<file path="config.mk">
export PLATFORM = sky130hd
export DESIGN_NAME = inv_arbiter
export DESIGN_NICKNAME = d
export VERILOG_FILES = /design/src/rtl/inv_arbiter.sv
export SDC_FILE = /design/constraint.sdc
export NUM_CORES = 1
export LEC_CHECK = 0
export ABC_AREA = 1
export ABC_CLOCK_PERIOD_IN_PS = 1500
export BUFFER_PORTS_ARGS = -buffer_cell sky130_fd_sc_hd__buf_2
export CAP_MARGIN = 20
export CORE_MARGIN = 1
export CORE_UTILIZATION = 50
export CTS_BUF_LIST = sky130_fd_sc_hd__clkbuf_4 sky130_fd_sc_hd__clkbuf_8 sky130_fd_sc_hd__clkbuf_16
export DETAILED_ROUTE_END_ITERATION = 10
export PLACE_DENSITY = 0.74
export SYNTH_ARGS = -nofsm -noshare
export SYNTH_HDL_FRONTEND = slang
export SYNTH_SLANG_ARGS = --single-unit
</file>
<file path="constraint.sdc">
create_clock -name clk -period 1.5 [get_ports clk]
set_input_delay 0.3 -clock clk [delete_from_list [all_inputs] [get_ports clk]]
set_output_delay 0.3 -clock clk [all_outputs]
set_load 0.03 [all_outputs]
</file>
<file path="src/rtl/inv_arbiter.sv">
// Round-robin arbiter sharing one 2x2 inversion engine among N_REQ requesters.
// Handles the start/done handshake with the engine and bounds the wait with a timeout.
module inv_arbiter #(
  parameter int unsigned N_REQ   = 4,
  parameter int unsigned TIMEOUT = 255
) (
  input  logic                     clk,
  input  logic                     rst,
  input  logic                     clk_en,
  input  logic [N_REQ-1:0]         req,
  input  logic                     inv_done,
  output logic                     start_inv,
  output logic [$clog2(N_REQ)-1:0] sel,
  output logic [N_REQ-1:0]         grant,
  output logic [N_REQ-1:0]         done,
  output logic                     timeout_err,
  output logic                     busy
);
  localparam int unsigned SEL_W = $clog2(N_REQ);
  localparam int unsigned CNT_W = $clog2(TIMEOUT + 1);
  localparam logic [SEL_W-1:0] LAST_RST = SEL_W'(N_REQ - 1);
  localparam logic [CNT_W-1:0] CNT_MAX  = CNT_W'(TIMEOUT);

  typedef enum logic [1:0] {IDLE, START, WAIT, DONE} state_t;

  state_t           state, state_nxt;
  logic [CNT_W-1:0] cnt, cnt_nxt, cnt_inc;
  logic             err_flag, err_flag_nxt;
  logic [SEL_W-1:0] last, last_nxt, sel_nxt;
  logic [SEL_W-1:0] win, hi_idx, lo_idx;
  logic             hi_found;
  logic             start_inv_nxt, timeout_err_nxt, busy_nxt;
  logic [N_REQ-1:0] grant_nxt, done_nxt;

  assign cnt_inc = cnt + CNT_W'(1);

  // Round-robin pick: lowest requester above last, else lowest at or below last.
  always_comb begin
    hi_found = 1'b0;
    hi_idx   = '0;
    lo_idx   = '0;
    for (int i = N_REQ - 1; i >= 0; i--) begin
      if (req[i]) begin
        if (SEL_W'(i) > last) begin
          hi_found = 1'b1;
          hi_idx   = SEL_W'(i);
        end else begin
          lo_idx = SEL_W'(i);
        end
      end
    end
    win = hi_found ? hi_idx : lo_idx;
  end

  // State and all output registers; nothing moves on clk_en=0 edges.
  always_ff @(posedge clk or posedge rst) begin
    if (rst) begin
      state       <= IDLE;
      cnt         <= '0;
      err_flag    <= 1'b0;
      last        <= LAST_RST;
      sel         <= '0;
      grant       <= '0;
      done        <= '0;
      start_inv   <= 1'b0;
      timeout_err <= 1'b0;
      busy        <= 1'b0;
    end else if (clk_en) begin
      state       <= state_nxt;
      cnt         <= cnt_nxt;
      err_flag    <= err_flag_nxt;
      last        <= last_nxt;
      sel         <= sel_nxt;
      grant       <= grant_nxt;
      done        <= done_nxt;
      start_inv   <= start_inv_nxt;
      timeout_err <= timeout_err_nxt;
      busy        <= busy_nxt;
    end
  end

  // Next-state logic; completion wins over a timeout landing on the same edge.
  always_comb begin
    state_nxt = state;
    case (state)
      IDLE:    if (|req) state_nxt = START;
      START:   state_nxt = WAIT;
      WAIT:    if (inv_done || (cnt_inc == CNT_MAX)) state_nxt = DONE;
      DONE:    state_nxt = IDLE;
      default: state_nxt = IDLE;
    endcase
  end

  // Next values of the registered outputs and datapath.
  always_comb begin
    start_inv_nxt   = 1'b0;
    done_nxt        = '0;
    timeout_err_nxt = 1'b0;
    busy_nxt        = (state_nxt != IDLE);
    sel_nxt         = sel;
    grant_nxt       = grant;
    last_nxt        = last;
    cnt_nxt         = cnt;
    err_flag_nxt    = err_flag;
    case (state)
      IDLE: begin
        if (|req) begin
          sel_nxt       = win;
          grant_nxt     = N_REQ'(1) << win;
          start_inv_nxt = 1'b1;
        end
      end
      START: cnt_nxt = '0;
      WAIT: begin
        if (inv_done) begin
          err_flag_nxt = 1'b0;
        end else begin
          cnt_nxt = cnt_inc;
          if (cnt_inc == CNT_MAX) err_flag_nxt = 1'b1;
        end
      end
      DONE: begin
        last_nxt  = sel;
        grant_nxt = '0;
      end
      default: ;
    endcase
    if ((state == WAIT) && (state_nxt == DONE)) begin
      done_nxt        = grant;
      timeout_err_nxt = err_flag_nxt;
    end
  end

endmodule

</file>
# Word-level counts from Yosys, hierarchy flattened
# Index checks and enable logic that the tools add are counted.
[totals]
elab_cells = 73
regBits = 26
input_bits = 8
[op_classes]
reduce_logical = 11
shift = 1
n_addsub = 1
n_lt_le_gt_ge = 4
n_mux = 39
eq_ne = 7
[ops]
columns = ["cell", "n"]
rows = [
  ["$mux 2", 19],
  ["$pmux 8 s2", 1],
  ["$mux 1", 14],
  ["$reduce_and 3->1", 3],
  ["$add 8x1->8 const B", 1],
  ["$eq 8x8->1 const B", 1],
  ["$mux 4", 2],
  ["$mux 8", 1],
  ["$pmux 2 s4", 1],
  ["$pmux 4 s2", 1],
  ["$eq 2x2->1 const B", 3],
  ["$reduce_bool 2->1", 3],
  ["$gt 1x2->1 const A", 2],
  ["$gt 2x2->1 const A", 2],
  ["$ne 2x2->1 const B", 2],
  ["$reduce_or 4->1", 1],
  ["$shl 1x2->4 const A", 1],
  ["$eq 2x1->1 const B", 1],
  ["$logic_not 2->1", 1],
  ["$reduce_and 2->1", 1],
  ["$logic_and 1x1->1", 1],
  ["$logic_or 1x1->1", 1],
]

# Longest topological paths before layout
# Gate-level depths: netlist (run 1).
[depth]
word_depth = 13
ltp_mapped = 9

# Least setup slack after synthesis (run 1)
# Ideal clock, no wire load.
[synth_timing]
path_type = "reg2reg"
start = "reg state[0]"
end = "reg done[3]"
setup_slack_ns = -0.109
setup_time_ns = 0.076
required_ns = 1.424
n_path_buf = 1
period_less_slack_ns = 1.609
arrival_ns = 1.534
stages_incl_launch_ff = 10
cell_sequence = "dfrtp_1 inv_1 ha_1 buf_2 inv_1 nor3_2 nand3_1 o21bai_4 nand4_1 o21bai_2"
[synth_via]
elab_chain_cells = 5
word_cells_on_any_way = 10
[synth_lines]
columns = ["element", "line_no", "source"]
rows = [
  ["start: declaration", "26", "state_t state, state_nxt;"],
  ["start signal: assignment", "69", "state <= state_nxt;"],
  ["$eq 2x2->1 (tied with other cells)", "85", "case (state)"],
  ["$pmux 2 s4", "85", ""],
  ["$eq 2x2->1", "128", "if ((state == WAIT) && (state_nxt == DONE)) begin"],
  ["$logic_and 1x1->1 *", "128", ""],
  ["$mux 4 *", "128", ""],
  ["end signal: assignment", "75", "done <= done_nxt;"],
  ["end: declaration", "15", "output logic [N_REQ-1:0] done,"],
]
# Mark *: on every way between the ends. The rest lies on a longest branch, timed or not.
# A chain may end at the register's enable or synchronous reset.

# Worst setup path in the final report (run 1)
[layout_timing]
start = "reg cnt[1]"
end = "reg done[1]"
[layout_via]
elab_chain_cells = 8
[layout_lines]
columns = ["element", "line_no", "source"]
rows = [
  ["start: declaration", "27", "logic [CNT_W-1:0] cnt, cnt_nxt, cnt_inc;"],
  ["start signal: assignment", "70", "cnt <= cnt_nxt;"],
  ["$add 8x1->8", "35", "assign cnt_inc = cnt + CNT_W'(1);"],
  ["$eq 8x8->1", "88", "WAIT: if (inv_done || (cnt_inc == CNT_MAX)) state_nxt = DONE;"],
  ["$logic_or 1x1->1", "88", ""],
  ["$mux 2", "88", ""],
  ["$pmux 2 s4", "85", ""],
  ["$eq 2x2->1", "128", ""],
  ["$logic_and 1x1->1", "128", ""],
  ["$mux 4", "128", ""],
]
# Every way passes these cells.

==> results of run 1 <==
[state kept, by name, summed over array words and instances (netlist names)]
signal       count
state            2
grant            4
last             2
err_flag         1
busy             1
done             4
start_inv        1
cnt              8
timeout_err      1
sel              2
[cells in the mapped netlist (all sizes together)]
cell type,count
o21ai,26
ha,6
nor3,1
xor2,1
o32ai,1
nand4,2
nand2,47
o21bai,4
buf,2
o21a,1
nor2,12
o22ai,1
dfrtp,24
a21o,1
dfstp,2
o211ai,1
inv,28
a21oi,1
nand3,17
[metrics by stage]
step	TNS, ns	worst slack [ns]	hold slack, ns	power [mW]
after floorplan	-0.00541	-0.00541	0.339	2.20
after global placement	-0.0278	-0.0174	0.365	2.58
after detailed placement	-0.381	-0.0804	0.367	2.63
after CTS	-0.415	-0.0820	0.0121	3.00
after global routing	-1.68	-0.222	0.0182	3.48
final	-0.650	-0.119	-0.000442	3.24
[report_power, final]
part           internal (mW)  switching (mW)
sequential             0.969           0.236
clock                  0.122           0.200
combinational          0.661            1.05
total                   1.75            1.49
[worst max-delay path: cells and delay by family, from the launching register on]
family / cells / cell delay (ns)
buffers and inverters: 2 / 0.20
AO/OA/AOI/OAI: 2 / 0.33
adder cells (fa/ha/maj): 1 / 0.13
flip-flops: 1 / 0.44
AND/OR/NAND/NOR: 3 / 0.44
[kinds of logic after synthesis]
logic type,after synthesis,synth area share [%]
compound gates,36,15.7
xor+xnor,1,0.602
flops,26,44.9
fa+ha+maj,6,5.16
simple gates,79,25.7
buf+inv,30,7.91
[routing by layer]
layer	part of all wire, %	wire length, um	global-route usage [%]
met4	0.87	28	5.23
met5	0	0	0
met2	49	1570	32.7
met1	46	1480	29.2
met3	3.6	116	3.02
[path summary, 6_finish.rpt]
kind                                        end  slack, ns  cells past startpoint
min                          cnt[6]$_DFFE_PP0P_    -0.0004                      3
max reg2reg                 done[1]$_DFFE_PP0P_      -0.12                      8
min in group clk           err_flag$_DFFE_PP0P_       0.33                      2
max                         done[1]$_DFFE_PP0P_      -0.12                      8
min reg2reg                 done[1]$_DFFE_PP0P_       0.49                      2
max in group asynchronous   last[1]$_DFFE_PP1P_       1.19                      3
[what timing repair did]
item | in CTS | in global routing
pin swaps | 1 | 9
setup buffers | 2 | 4
resized for setup | 3 | 31
setup endpoints to repair | 9 | 22
[area by class of cell]
type                            count  area, sq um  area share, %
Tap cell                           31         38.8           2.12
Sequential cell                    26          654           35.8
Inverter                           28          105           5.75
Clock buffer                        4         30.0           1.64
Multi-Input combinational cell    122          782           42.8
Timing Repair Buffer               35          216           11.8
==> qor.yml, run 1 <==
sta:
  clock.fmax_ghz: 0.618
  hold_viol_final: 2
  setup_viol: 7
  max_slew.worst_pin.slew_ns: 0.325
  drv_slew: 0
  period_share_pct: 108
  timing.hold.ws_ns: -0.000442
  rsz0062_at_grt: "true"
  fin_ws_ns: -0.119
  slew_headroom_pct: 78.3
  period_minus_slack_ns: 1.62
  fin_skew_ns: 0.0168
detailed_routing:
  vias: 1309
  routedWlPerCell_um: 13.0
  viasPerCell: 5.32
  drt_iter0_drc: 63
  drc: 0
  wl_um: 3200
  drt_first_pass_iters: 6
  postRouteAntennaNets: 0
clocking:
  cts_buffer_depth: 2
  clk_pin_slew_ns: 0.14
  h-tree-depth: 1
  cts_tree: "built"
  cts_hold_buf: 0
  numCtsBuffers: 3
  cts-root-buf: "clkbuf_4"
  clkLatencyLatePin_ns: 0.32
  cts.sinks: 26
cells_and_area:
  antennaDiodeCount: 0
  final-instance-count-excl-fill: 246
  syn_to_final_growth_pct: 25.5
  mostFrequentLayoutCells: "nand2_1, dfrtp_1, inv_1, buf_2, buf_4"
  final_util_pct: 66.2
  fin_nets: 230
  final_common_cell: "nand2_1"
  n_fill_cell: 234
  drive_gt1_share_pct: 36.7
  finish.instance_area_sq_mm: 0.00183
grt:
  grt_pass1_wl_um: 5140
  antenna_found_initial: 0
  grt_use_total_pct: 20.4
  grt_pass1_vias: 1208
  grt_max_degree: 27
  grt_overflow: 0
placed_design:
  routabilityCongestion: 0.904
  place_area_sq_mm: 0.00167
  dp_hpwl_um: 2250
  place_inst: 236
  io_buffers: 20
logic_synthesis:
  synth.net_count: 192
  synthCells: 178
  syn_avg_cell_area_sq_um: 8.17
  synth_top_area_share_pct: 41.3
  yosys.area.top_type: "dfrtp_1"
  synth_top_cells_by_area: "dfrtp_1, nand2_1, o21ai_0"
  synth_seq_cells: 26
  synth_cell_types: 29
  ys_warn_count: 0
  syn-cell-area_sq_mm: 0.00146
  yosysSeqAreaShare_pct: 44.9
floorplanning:
  core_area_sq_mm: 0.00276
  die_h_um: 55.9
  die_x_um: 55.9
  io_pins: 21
  start_util_pct: 52.8
  row_count: 19
  dieArea_sq_mm: 0.00313
setup_path:
  endpoint_kind: "flop"
  cpMaxStageDelayCell: "dfrtp_1"
  cp.arrival_ns: 1.87
  required_ns: 1.75
  path_max_fanout: 5
  worstSetupPathType: "flop to flop"
  start_kind: "flop"
  path_cells: "buf_6, ha_1, inv_1, nor3_4, nand3_2, o21bai_4, nand3_4, o21ai_2"
  reg2reg_from: "cnt[1]$_DFFE_PP0P_"
  worstSetupStartpoint: "cnt[1]$_DFFE_PP0P_"
  slowest_delay_ns: 0.44
pwr:
  leakagePower_nw: 0.920
  powerDensity_mw_per_mm2: 1770
  peakVddDrop_v: 0.00147
run_status:
  status: "complete, but fails checks"
  violations: "hold timing, setup timing"
run:
  drv_cap: 0
worst_hold_path:
  hold_path_class: "input port to asynchronous set/reset pin"
Power figures use the tool's default switching activity.
==> inputs of run 2 (changes only) <==
- RECOVER_POWER: default -> 50
==> run 2 against run 1 <==
Via count is 0.84% higher; design area is 0.21% lower; critical path depth stayed put; die area stayed put; combinational power hardly changed; critical endpoint unchanged; sequential share of layout area is 0.074 points higher; register-to-register slack hardly changed; the flow finishes with violations (setup timing); largest cell class unchanged; power hardly changed; routed wire length is 0.12% lower; core utilization is 0.14 points lower.
==> qor.yml, run 2 (synthesis results as in run 1) <==
sta:
  fin_ws_ns: -0.119  # about the same
  max_slew.worst_pin.slew_ns: 1.36  # was 0.325 ns
  slew_headroom_pct: 9.34  # was 78.3%
  period_minus_slack_ns: 1.62  # about the same
  clock.fmax_ghz: 0.618  # about the same
  period_share_pct: 108  # about the same
  fin_skew_ns: 0.0168  # about the same
  setup_viol: 7  # unchanged
  rsz0062_at_grt: "true"  # unchanged
  hold_viol_final: 0  # was 2
  timing.hold.ws_ns: 0.327  # was -0.000442 ns
  setup_tns_ns: -0.648  # was -0.650 ns
  drv_slew: 0  # unchanged
cells_and_area:
  syn_to_final_growth_pct: 25.3  # was 25.5%
  n_fill_cell: 236  # was 234
  largest_reg_flops: 8  # unchanged
  final_util_pct: 66.1  # was 66.2%
  fin_nets: 230  # unchanged
  final_common_cell: "nand2_1"  # unchanged
  regMostFlops: "cnt"  # unchanged
  finish.instance_area_sq_mm: 0.00182  # was 0.00183 sq mm
  antennaDiodeCount: 0  # unchanged
  drive_gt1_share_pct: 36.3  # was 36.7%
  mostFrequentLayoutCells: "nand2_1, dfrtp_1, inv_1, buf_2"  # was nand2_1, dfrtp_1, inv_1, buf_2, buf_4
  largest_registers: "cnt (8), done (4), grant (4)"  # unchanged
setup_path:
  cp.arrival_ns: 1.87  # about the same
  cpMaxStageDelayCell: "dfrtp_1"  # unchanged
  start_kind: "flop"  # unchanged
  worstSetupPathType: "flop to flop"  # unchanged
  endpoint_kind: "flop"  # unchanged
  slowest_delay_ns: 0.44  # about the same
  required_ns: 1.75  # about the same
  path_cells: "buf_6, ha_1, inv_1, nor3_4, nand3_2, o21bai_4, nand3_4, o21ai_2"  # unchanged
  path_max_fanout: 5  # unchanged
placed_design:
  dp_hpwl_um: 2250  # unchanged
  place_area_sq_mm: 0.00167  # unchanged
  io_buffers: 20  # unchanged
  routabilityCongestion: 0.904  # unchanged
pwr:
  peakVddDrop_v: 0.00147  # about the same
  powerDensity_mw_per_mm2: 1780  # was 1770 mW/mm^2
  leakagePower_nw: 0.916  # was 0.920 nW
  power_mw: 3.24  # about the same
clocking:
  clk_pin_slew_ns: 0.14  # about the same
  cts_tree: "built"  # unchanged
  h-tree-depth: 1  # unchanged
  cts_buffer_depth: 2  # unchanged
  clkLatencyLatePin_ns: 0.32  # about the same
  numCtsBuffers: 3  # unchanged
  cts.sinks: 26  # unchanged
  cts-root-buf: "clkbuf_4"  # unchanged
grt:
  grt_overflow: 0  # unchanged
  grt_pass1_vias: 1208  # unchanged
  grt_max_degree: 27  # unchanged
  grt_pass1_wl_um: 5140  # unchanged
  antenna_found_initial: 0  # unchanged
  grt_use_total_pct: 20.4  # unchanged
detailed_routing:
  wl_um: 3200  # about the same
  routedWlPerCell_um: 13.0  # about the same
  drt_iter0_drc: 63  # unchanged
  viasPerCell: 5.37  # was 5.32
  vias: 1320  # was 1309
  drt_first_pass_iters: 6  # unchanged
  postRouteAntennaNets: 0  # unchanged
  drc: 0  # unchanged
floorplanning:
  die_x_um: 55.9  # unchanged
  io_pins: 21  # unchanged
  dieArea_sq_mm: 0.00313  # unchanged
  core_area_sq_mm: 0.00276  # unchanged
  start_util_pct: 52.8  # unchanged
  die_h_um: 55.9  # unchanged
  row_count: 19  # unchanged
worst_hold_path:
  hold_path_class: "input port to flop"  # was input port to asynchronous set/reset pin
run:
  drv_cap: 0  # unchanged
run_status:
  violations: "setup timing"  # was hold timing, setup timing
  status: "complete, but fails checks"  # unchanged
==> run 2: cell count changes in the layout (fill, tap and decap cells not counted), sizes merged <==
cell    delta
buf        -1
clkbuf     +1
==> run 2: per-stage QoR <==
step	worst slack (ns)	instances
after global placement	-0.0174	236
after detailed placement	-0.0804	236
after global routing	-0.222	246
after floorplan	-0.00541	178
final	-0.119	246
after CTS	-0.0820	242
==> run 2: power breakdown <==
part           total (mW)  internal (mW)  switching (mW)
combinational        1.71          0.659            1.05
clock               0.322          0.122           0.200
sequential           1.20          0.969           0.236
total                3.24           1.75            1.49
==> run 2: worst max-delay path, delay by kind of cell, from the launching register on <==
kind	cells	cell delay, ns
and+or+nand+nor	3	0.44
DFF	1	0.44
AOI/OAI and AO/OA	2	0.33
adders and majority gates	1	0.13
buffers and inverters	2	0.20
==> run 2: area by class of cell <==
cell class                      count  area (sq um)  area share, %
Multi-Input combinational cell    122           782           42.9
Sequential cell                    26           654           35.9
Timing Repair Buffer               35           213           11.7
Inverter                           28           105           5.77
Tap cell                           31          38.8           2.13
Clock buffer                        4          30.0           1.65
==> run 2: layer usage <==
| layer | wire length (um) | track usage, % | vias up |
|---|---|---|---|
| li1 | - | - | 650 |
| met1 | 1440 | 29.2 | 629 |
| met2 | 1580 | 32.7 | 37 |
| met3 | 150 | 3.02 | 4 |
| met4 | 28 | 5.23 | 0 |
| met5 | 0 | 0 | - |
==> run 2: what timing repair did <==
item / CTS / global route
pin swaps: 1 / 9
gates resized for setup: 3 / 31
setup endpoints to repair: 9 / 22
hold buffers: 0 / 0
gates cloned: 0 / 0
buffers inserted: 2 / 4
==> run 2: worst paths after layout <==
check                                          from                    to  slack, ns  cells after the start
worst max-delay path             cnt[1]$_DFFE_PP0P_   done[1]$_DFFE_PP0P_      -0.12                      8
worst min-delay path                         clk_en  err_flag$_DFFE_PP0P_       0.33                      2
worst max register to register   cnt[1]$_DFFE_PP0P_   done[1]$_DFFE_PP0P_      -0.12                      8
worst min register to register  done[1]$_DFFE_PP0P_   done[1]$_DFFE_PP0P_       0.49                      2
max in group asynchronous                       rst    cnt[0]$_DFFE_PP0P_       0.22                      3
min in group asynchronous                       rst    cnt[6]$_DFFE_PP0P_       0.40                      3
